### src/rtl/matrix_pkg.sv
// Shared types and width helpers for the HUB75 BCM scan driver.
// No logic, so no latency.
// No flow control; widths only.
package matrix_pkg;

  // Scan FSM states, in scan order
  typedef enum logic [2:0] {
    IDLE    = 3'd0,
    SHIFT   = 3'd1,
    BLANK   = 3'd2,
    LATCH   = 3'd3,
    DISPLAY = 3'd4
  } state_e;

  // Bits per lane in the frame-buffer word: {R,G,B}, depth bits each
  function automatic int lane_bits(input int depth);
    return 3 * depth;
  endfunction

  // Column index width; never zero so a one-column panel still has a field
  function automatic int col_w(input int length);
    return (length > 1) ? $clog2(length) : 1;
  endfunction

  // Bitplane index width
  function automatic int plane_w(input int depth);
    return (depth > 1) ? $clog2(depth) : 1;
  endfunction

endpackage

### src/rtl/matrix_bcm_if.sv
// Frame-buffer read port plus panel pins of the BCM scan driver.
// Wires only, no latency.
// No backpressure: data returns a fixed one clk after addr.
interface matrix_bcm_if
  import matrix_pkg::*;
#(
  parameter int length   = 32,
  parameter int scan_bit = 4,
  parameter int channels = 2,
  parameter int depth    = 8
);

  logic                                  enable;
  logic [7:0]                            bright;
  logic [scan_bit+col_w(length)-1:0]     addr;
  logic [channels*lane_bits(depth)-1:0]  data;
  logic [channels*3-1:0]                 rgb;
  logic                                  sclk;
  logic                                  latch;
  logic                                  oe_b;
  logic [scan_bit-1:0]                   select;
  logic                                  frame_done;

  modport master (
    input  enable, bright, data,
    output addr, rgb, sclk, latch, oe_b, select, frame_done
  );

  modport slave (
    output enable, bright, data,
    input  addr, rgb, sclk, latch, oe_b, select, frame_done
  );

endinterface

### src/rtl/matrix_shifter.sv
// Shifts one row of one bitplane into the panel: addr, rgb and sclk per column.
// length*2*divider cycles from start to done; rgb registered one clk after data.
// No backpressure; start is ignored while a row is in flight.
module matrix_shifter
  import matrix_pkg::*;
#(
  parameter int divider  = 3,
  parameter int length   = 32,
  parameter int scan_bit = 4,
  parameter int channels = 2,
  parameter int depth    = 8
) (
  input  logic                                 clk,
  input  logic                                 reset_b,
  input  logic                                 start,
  input  logic [plane_w(depth)-1:0]            plane,
  input  logic [scan_bit-1:0]                  row,
  output logic [scan_bit+col_w(length)-1:0]    addr,
  input  logic [channels*lane_bits(depth)-1:0] data,
  output logic [channels*3-1:0]                rgb,
  output logic                                 sclk,
  output logic                                 done
);

  localparam int CW = col_w(length);
  localparam int SW = $clog2(2 * divider);
  localparam int LB = lane_bits(depth);

  localparam logic [SW-1:0] SLOT_LAST = SW'(2 * divider - 1);
  localparam logic [SW-1:0] SLOT_HI   = SW'(divider);
  localparam logic [SW-1:0] SLOT_CAP  = SW'(1);
  localparam logic [CW-1:0] COL_LAST  = CW'(length - 1);

  logic                  active;
  logic [SW-1:0]         slot;
  logic [CW-1:0]         col;
  logic [channels*3-1:0] rgb_nxt;
  logic [depth-1:0]      comp_r, comp_g, comp_b;

  // Address is presented in slot 0; the RAM answers during slot 1
  assign addr = {row, col};
  assign sclk = active && (slot >= SLOT_HI);
  assign done = active && (slot == SLOT_LAST) && (col == COL_LAST);

  // Column slot timing: 2*divider cycles per column, stop after the last one
  always_ff @(posedge clk or negedge reset_b) begin
    if (!reset_b) begin
      active <= 1'b0;
      slot   <= '0;
      col    <= '0;
    end else if (!active) begin
      if (start) begin
        active <= 1'b1;
        slot   <= '0;
        col    <= '0;
      end
    end else if (slot == SLOT_LAST) begin
      slot <= '0;
      if (col == COL_LAST) begin
        active <= 1'b0;
        col    <= '0;
      end else begin
        col <= col + CW'(1);
      end
    end else begin
      slot <= slot + SW'(1);
    end
  end

  // Pick the current bitplane out of every component of every lane
  always_comb begin
    rgb_nxt = '0;
    comp_r  = '0;
    comp_g  = '0;
    comp_b  = '0;
    for (int c = 0; c < channels; c++) begin
      comp_r = data[c*LB + 2*depth +: depth];
      comp_g = data[c*LB + depth +: depth];
      comp_b = data[c*LB +: depth];
      rgb_nxt[c*3 +: 3] = {comp_r[plane], comp_g[plane], comp_b[plane]};
    end
  end

  // Capture pixel bits at the end of slot 1 so they are settled before sclk rises
  always_ff @(posedge clk or negedge reset_b) begin
    if (!reset_b) begin
      rgb <= '0;
    end else if (active && (slot == SLOT_CAP)) begin
      rgb <= rgb_nxt;
    end
  end

endmodule

### src/rtl/matrix_bcm.sv
// HUB75 scan driver with binary-coded modulation, brightness and blanking.
// Per plane: length*2*divider shift + blank + divider latch + (bright+1)<<plane display.
// No backpressure; enable low stops the scan only at the end of a display phase.
module matrix_bcm
  import matrix_pkg::*;
#(
  parameter int divider  = 3,
  parameter int length   = 32,
  parameter int scan_bit = 4,
  parameter int channels = 2,
  parameter int depth    = 8,
  parameter int blank    = 4
) (
  input  logic          clk,
  input  logic          reset_b,
  matrix_bcm_if.master  bus
);

  localparam int PW   = plane_w(depth);
  // Holds (255+1) << (depth-1) without overflow
  localparam int CNTW = 8 + depth;

  state_e              state;
  logic [CNTW-1:0]     cnt;
  logic [CNTW-1:0]     disp_load;
  logic [PW-1:0]       plane;
  logic [scan_bit-1:0] row;
  logic [scan_bit-1:0] select_q;
  logic                frame_done_q;
  logic                start;
  logic                sh_done;
  logic                cnt_zero;
  logic                disp_end;
  logic                last_plane;
  logic                last_row;

  assign cnt_zero   = (cnt == '0);
  assign disp_end   = (state == DISPLAY) && cnt_zero;
  assign last_plane = (plane == PW'(depth - 1));
  assign last_row   = &row;
  // The shifter starts in the same edge the FSM enters SHIFT
  assign start      = bus.enable && ((state == IDLE) || disp_end);
  // Display length minus one, so the counter ends on zero
  assign disp_load  = ((CNTW'(bus.bright) + CNTW'(1)) << plane) - CNTW'(1);

  assign bus.latch      = (state == LATCH);
  assign bus.oe_b       = (state != DISPLAY);
  assign bus.select     = select_q;
  assign bus.frame_done = frame_done_q;

  matrix_shifter #(
    .divider  (divider),
    .length   (length),
    .scan_bit (scan_bit),
    .channels (channels),
    .depth    (depth)
  ) u_shifter (
    .clk     (clk),
    .reset_b (reset_b),
    .start   (start),
    .plane   (plane),
    .row     (row),
    .addr    (bus.addr),
    .data    (bus.data),
    .rgb     (bus.rgb),
    .sclk    (bus.sclk),
    .done    (sh_done)
  );

  // Scan FSM: phase timing, row/plane stepping, select update and frame strobe
  always_ff @(posedge clk or negedge reset_b) begin
    if (!reset_b) begin
      state        <= IDLE;
      cnt          <= '0;
      plane        <= '0;
      row          <= '0;
      select_q     <= '0;
      frame_done_q <= 1'b0;
    end else begin
      frame_done_q <= disp_end && last_plane && last_row;
      case (state)
        IDLE: begin
          if (bus.enable) state <= SHIFT;
        end
        SHIFT: begin
          if (sh_done) begin
            state <= BLANK;
            cnt   <= CNTW'(blank - 1);
          end
        end
        BLANK: begin
          if (cnt_zero) begin
            state    <= LATCH;
            cnt      <= CNTW'(divider - 1);
            // Row changes while the LEDs are dark to avoid ghosting
            select_q <= row;
          end else begin
            cnt <= cnt - CNTW'(1);
          end
        end
        LATCH: begin
          if (cnt_zero) begin
            state <= DISPLAY;
            cnt   <= disp_load;
          end else begin
            cnt <= cnt - CNTW'(1);
          end
        end
        DISPLAY: begin
          if (cnt_zero) begin
            state <= bus.enable ? SHIFT : IDLE;
            if (last_plane) begin
              plane <= '0;
              row   <= row + scan_bit'(1);
            end else begin
              plane <= plane + PW'(1);
            end
          end else begin
            cnt <= cnt - CNTW'(1);
          end
        end
        default: state <= IDLE;
      endcase
    end
  end

endmodule
### src/flat_wrapper.sv
// flat-port wrapper written by rule: the top's interface ports become plain ports
module matrix_bcm_flat import matrix_pkg::*;
#(
  parameter int divider  = 3,
  parameter int length   = 32,
  parameter int scan_bit = 4,
  parameter int channels = 2,
  parameter int depth    = 8,
  parameter int blank    = 4
)
  (clk, reset_b, bus_enable, bus_bright, bus_data, bus_addr, bus_rgb, bus_sclk, bus_latch, bus_oe_b, bus_select, bus_frame_done);
  matrix_bcm_if #(.length(length), .scan_bit(scan_bit), .channels(channels), .depth(depth)) bus_i ();
  input  logic clk;
  input  logic reset_b;
  input wire logic [$bits(bus_i.enable)-1:0] bus_enable;
  input wire logic [$bits(bus_i.bright)-1:0] bus_bright;
  input wire logic [$bits(bus_i.data)-1:0] bus_data;
  output wire logic [$bits(bus_i.addr)-1:0] bus_addr;
  output wire logic [$bits(bus_i.rgb)-1:0] bus_rgb;
  output wire logic [$bits(bus_i.sclk)-1:0] bus_sclk;
  output wire logic [$bits(bus_i.latch)-1:0] bus_latch;
  output wire logic [$bits(bus_i.oe_b)-1:0] bus_oe_b;
  output wire logic [$bits(bus_i.select)-1:0] bus_select;
  output wire logic [$bits(bus_i.frame_done)-1:0] bus_frame_done;
  assign bus_i.enable = bus_enable;
  assign bus_i.bright = bus_bright;
  assign bus_i.data = bus_data;
  assign bus_addr = bus_i.addr;
  assign bus_rgb = bus_i.rgb;
  assign bus_sclk = bus_i.sclk;
  assign bus_latch = bus_i.latch;
  assign bus_oe_b = bus_i.oe_b;
  assign bus_select = bus_i.select;
  assign bus_frame_done = bus_i.frame_done;
  matrix_bcm #(.divider(divider), .length(length), .scan_bit(scan_bit), .channels(channels), .depth(depth), .blank(blank)) u_core (.clk(clk), .reset_b(reset_b), .bus(bus_i));
endmodule
### config.mk
export PLATFORM = sky130hd
export DESIGN_NAME = matrix_bcm_flat
export DESIGN_NICKNAME = d
export VERILOG_FILES = /design/src/rtl/matrix_pkg.sv /design/src/rtl/matrix_bcm_if.sv /design/src/rtl/matrix_shifter.sv /design/src/rtl/matrix_bcm.sv /design/src/flat_wrapper.sv
export SDC_FILE = /design/constraint.sdc
export NUM_CORES = 1
export LEC_CHECK = 0
export CORE_ASPECT_RATIO = 0.8
export CORE_MARGIN = 2
export CORE_UTILIZATION = 57
export CTS_CLUSTER_DIAMETER = 30
export CTS_CLUSTER_SIZE = 16
export DETAILED_ROUTE_END_ITERATION = 8
export GPL_TIMING_DRIVEN = 0
export MAX_ROUTING_LAYER = met4
export PLACE_DENSITY = 0.87
export SLEW_MARGIN = 25
export SYNTH_ARGS = -nofsm -noshare
export SYNTH_HDL_FRONTEND = slang
export SYNTH_SLANG_ARGS = --single-unit
### constraint.sdc
create_clock -name clk -period 4.8 [get_ports clk]
set_input_delay 0.72 -clock clk [delete_from_list [all_inputs] [get_ports clk]]
set_output_delay 0.72 -clock clk [all_outputs]
set_load 0.02 [all_outputs]
Yosys cells after proc, flatten, opt, wreduce, memory -nomap -nowiden. Index checks and enable logic that the tools add are counted.

Register bits: 46. Input port bits: 59. Output and inout port bits: 23. Logic and storage cells: 92.

Add/subtract/negate cells: 7. Order comparisons: 2. Equal/unequal tests: 16. Shifts and indexed selects: 1. Multiplexer cells: 36. Reductions and logical operators: 20.

Operators with widths (count): two-way mux 16 bit (4); one-hot mux 16 bit (4 select lines) (1); subtractor 16 x 1 -> 16 bit (second input constant) (2); two-way mux 3 bit (9); two-way mux 5 bit (4); binary-select mux 1 bit (select 3 bit) (6); logical NOT 16 bit (1); left shift 16 x 3 -> 16 bit (1); one-hot mux 3 bit (5 select lines) (1); two-way mux 1 bit (11); inequality test 2 x 1 -> 1 bit (second input constant) (5); adder 8 x 1 -> 9 bit (second input constant) (1); equality test 3 bit (second input constant) (3); logical AND 1 bit (8); adder 3 x 1 -> 3 bit (second input constant) (2); equality test 3 x 1 -> 1 bit (second input constant) (2); equality test 3 x 2 -> 1 bit (second input constant) (2); AND reduction 2 bit (3); AND reduction 3 bit (2); adder 5 x 1 -> 5 bit (second input constant) (1); equality test 5 bit (second input constant) (1); AND reduction 5 bit (1); adder 4 x 1 -> 4 bit (second input constant) (1); < comparator 3 x 4 -> 1 bit (second input constant) (1); other kinds (8) (9).

Longest topological paths before layout.
Word-level depth: 6. Mapped depth: 13. Depth with buffers taken out: 12.

By module. Synthesis repeated with hierarchy kept, for this count alone.

Cell total of the unflattened synthesis: 479. Area total of the unflattened synthesis: 3990.1 um2.

By module, submodules not included: matrix_bcm (times used 1, cells an instance 362, area each 2793.9 um2, seq. area each 775.7 um2); matrix_shifter (times used 1, cells an instance 117, area each 1196.1 um2, seq. area each 375.4 um2).

Least setup slack after synthesis. No wires, ideal clock.

Path kind: input-to-reg. Start: input port bus_bright[0]. End: register u_core.cnt[12]. Arrival: 2675 ps. Path slack: 1994 ps. Stages on the path: 11. Path buffers: 2. Cells stage by stage: ha_1 > clkbuf_1 > mux2_2 > o22ai_1 > o31ai_1 > or2_2 > o21ai_1 > and4_1 > buf_6 > mux2i_1 > nand3_1.

Longest elaborated chain between the ends: 5.

RTL lines: start, declared (line flat_wrapper.sv:16) `input wire logic [$bits(bus_i.bright)-1:0] bus_bright;`; adder 8 x 1 -> 9 bit (line matrix_bcm.sv:44) `assign disp_load = ((CNTW'(bus.bright) + CNTW'(1)) << plane) - CNTW'(1);`; left shift 16 x 3 -> 16 bit (line matrix_bcm.sv:44); subtractor 16 x 1 -> 16 bit (line matrix_bcm.sv:44); two-way mux 16 bit (line matrix_bcm.sv:102) `if (cnt_zero) begin`; one-hot mux 16 bit (4 select lines) (line matrix_bcm.sv:81) `case (state)`; end signal, assigned (line matrix_bcm.sv:88) `cnt <= CNTW'(blank - 1);`; end signal, assigned (line matrix_bcm.sv:104) `cnt <= disp_load;`; end signal, assigned (line matrix_bcm.sv:106) `cnt <= cnt - CNTW'(1);`; end, declared (line matrix_bcm.sv:24) `logic [CNTW-1:0] cnt;`.

No other way between the ends. A chain may end at the register's enable or synchronous reset.

Worst setup path in the final report.
Start: input port bus_bright[1]. End: register u_core.cnt[11].

The elaborated chain is that of the path after synthesis.

==> reports/results.ini <==
[timing]
fmax_mhz=279
period_needed_ns=3.59
finalCritPeriodShare=0.748
setup_viol_count_final=0
slew_violations=0
skew_ns=0.00992
worst_slew_pin_slew_ns=0.817
hold_violations=0
rsz0062_at_grt=no
relSlewSlack=0.453
setup-tns-final_ns=0

[finish]
layout-drive-gt1-share=0.120
fin_nets=632
syn_to_final_growth_pct=26.1
fillCellCount=514
antenna_cells=0
multi_input_area_um2=2620
final_area_um2=5050
regArea_um2=1150

[global_route]
grt_overflow=0
grt_pass1_wl_um=19300
busiest_layer=met2
grt_max_degree=30
grt.met2_usage=0.543
grt_util_met3=0.0282
grt_pass1_vias=4072
antenna_found_initial=0
grt_util_all_layers=0.311
grt_use_met1=0.399

[cts]
cts_tree=done
clock-root-buffer=clkbuf_8
cts_setup_buffers=0
path_clk_slew_ns=0.09
hold_buffers=0
cts.sinks=46
htreeDepth=2
cts_buffers=5
cts.path.max_buffers=2
cts_resized=0
clkLatencyLatePin_ns=0.30

[synth]
yosysWarnings=0
synth_cells=475
netlist_area_um2=4000
ys_types=78
avgSynthCellArea_um2=8.42
synth_fp_nets=543
yosysSeqAreaShare=0.288
async_flop_share=1.00
synth-main-ff-cell=dfrtp_1
synth_seq_cells=46
synth_edf_count=0

[critical_path]
crit_required_ns=4.99
path_class=in2reg
start_kind=input port
crit_fanout=10
cp-end-kind=register
worstPathArrival_ns=3.78

[floorplan]
ios=82
die_w_um=97.7
die_area_um2=7710
start_util=0.586
core_area_um2=6820
rows=27
fp.dieH_um=78.9

[drt]
drt-vias-per-instance=6.34
drc=0
wl_um=11400
wl_per_cell_um=17.5
vias=4134
drt_iter0_drc=250
first_pass_iters=5
drtAntennaViolNets=0

[place]
gpl.final_weighted_congestion=0.910
io_buffers=81
place_area_um2=4940
place.detailed.hpwl_um=9120

[worst_hold_path]
holdCritPathClass=in2async

[power_and_ir_drop]
p_leak_uw=0.00190
power.density_nw_per_um2=227
ir_drop_mv=0.163

[run_status]
status=complete, no violations

[flow_run]
cap_violations=0

[Yosys cell counts (3+ instances only)]
cell	count	area, um^2
or3_1	9	56.3
o211ai_1	4	30.0
buf_4	5	37.5
nor2b_1	5	31.3
o31ai_1	7	52.6
a22o_1	6	52.6
nor3_1	13	65.1
nand3b_1	3	22.5
dfrtp_1	46	1150
o21a_1	6	45.0
ha_1	9	113
o21ai_1	4	20.0
xnor2_1	9	78.8
nand4_1	8	50.1
clkbuf_1	11	41.3
inv_1	12	45.0
a21o_1	4	30.0
nand3_1	18	90.1
nand2b_1	10	62.6
and4_1	4	35.0
or2_2	5	31.3
mux4_2	12	270
a21oi_1	27	135
buf_6	5	56.3
a31oi_1	16	100
and2_1	3	18.8
o21ai_0	36	180
nand2_1	53	199
mux2_2	9	101
nor2_1	43	161
buf_2	7	35.0
o22ai_1	5	31.3
[logic make-up (layout without fill, tap and decap cells)]
family	count (synthesis)	in the layout	synth area share
AO/OA/AOI/OAI	150	150	0.257
XOR/XNOR	11	11	0.0241
adder cells (fa/ha/maj)	9	9	0.0281
buffers and inverters	42	132	0.0569
flip-flops	46	46	0.288
multiplexers	23	23	0.0979
AND/OR/NAND/NOR	194	194	0.248
[worst paths after layout]
check	startpoint	endpoint	slack [ns]	cells past startpoint
min in group clk	u_core.cnt[5]$_DFFE_PN0P_	u_core.cnt[5]$_DFFE_PN0P_	0.49	2
setup / recovery	bus_bright[1]	u_core.cnt[11]$_DFFE_PN0P_	1.21	10
setup reg to reg	u_core.cnt[0]$_DFFE_PN0P_	u_core.cnt[15]$_DFFE_PN0P_	1.70	10
max in group asynchronous	reset_b	u_core.cnt[1]$_DFFE_PN0P_	3.97	2
hold reg to reg	u_core.cnt[5]$_DFFE_PN0P_	u_core.cnt[5]$_DFFE_PN0P_	0.49	2
hold / removal	reset_b	u_core.u_shifter.col[1]$_DFFE_PN0P_	0.34	1
[layout make-up]
| class | count | share of cell area |
|---|---|---|
| clock buffer | 6 | 0.0144 |
| clock inverter | 2 | 0.00744 |
| tap | 87 | 0.0216 |
| multi-input combinational | 387 | 0.520 |
| inverter | 13 | 0.00967 |
| buffer | 29 | 0.0355 |
| sequential | 46 | 0.228 |
| timing repair buffer | 82 | 0.164 |
[registers in the layout, summed over array words and instances, names as in the netlist]
signal and flops:
u_core.bus.frame_done 1, u_core.bus.select 4, u_core.cnt 16, u_core.plane 3, u_core.row 4, u_core.state 3, u_core.u_shifter.active 1, u_core.u_shifter.col 5
u_core.u_shifter.rgb 6, u_core.u_shifter.slot 3
[routing by layer]
layer,share of wire,up-vias
li1,-,1970
met3,0.062,28
met4,0.018,0
met1,0.43,1935
met2,0.49,201
met5,0,-
[where the power goes]
part	total (uW)	internal, uW	switching, uW
Clock	285	155	129
Sequential	477	433	43.6
Combinational	384	197	187
[cells in the final DEF, fill, tap and decap left out, drive strengths merged, types with 8 or more instances in the layout]
| cell | n |
|---|---|
| a21oi | 27 |
| a31oi | 16 |
| buf | 19 |
| clkbuf | 17 |
| clkdlybuf4s50 | 80 |
| dfrtp | 46 |
| ha | 9 |
| inv | 12 |
| mux2 | 9 |
| mux4 | 12 |
| nand2 | 53 |
| nand2b | 11 |
| nand3 | 19 |
| nand4 | 8 |
| nor2 | 44 |
| nor3 | 13 |
| o21ai | 40 |
| o31ai | 8 |
| or3 | 10 |
| xnor2 | 9 |
[worst max-delay path, stage by stage]
cell             delay [ns]
clkdlybuf4s50_1        0.55
ha_1                   0.21
clkbuf_1               0.36
nor2_1                 0.16
a2111oi_2              0.58
o21ai_1                0.16
o22ai_1                0.31
nand3_1                0.25
o21a_1                 0.24
o31ai_1                0.23
[per-stage QoR]
stage                     std cells  hold slack (ns)  utilization  worst slack [ns]  power, uW
after floorplan                 475            0.424            -              1.99        680
after global placement          643            0.472        0.721              1.10        846
after detailed placement        644            0.474        0.723              1.01        866
after CTS                       652            0.353        0.739              1.31       1150
after global routing            652            0.369        0.739              1.05       1190
final                           652            0.344        0.739              1.21       1150
No activity file was read; power rests on OpenSTA's default activity.
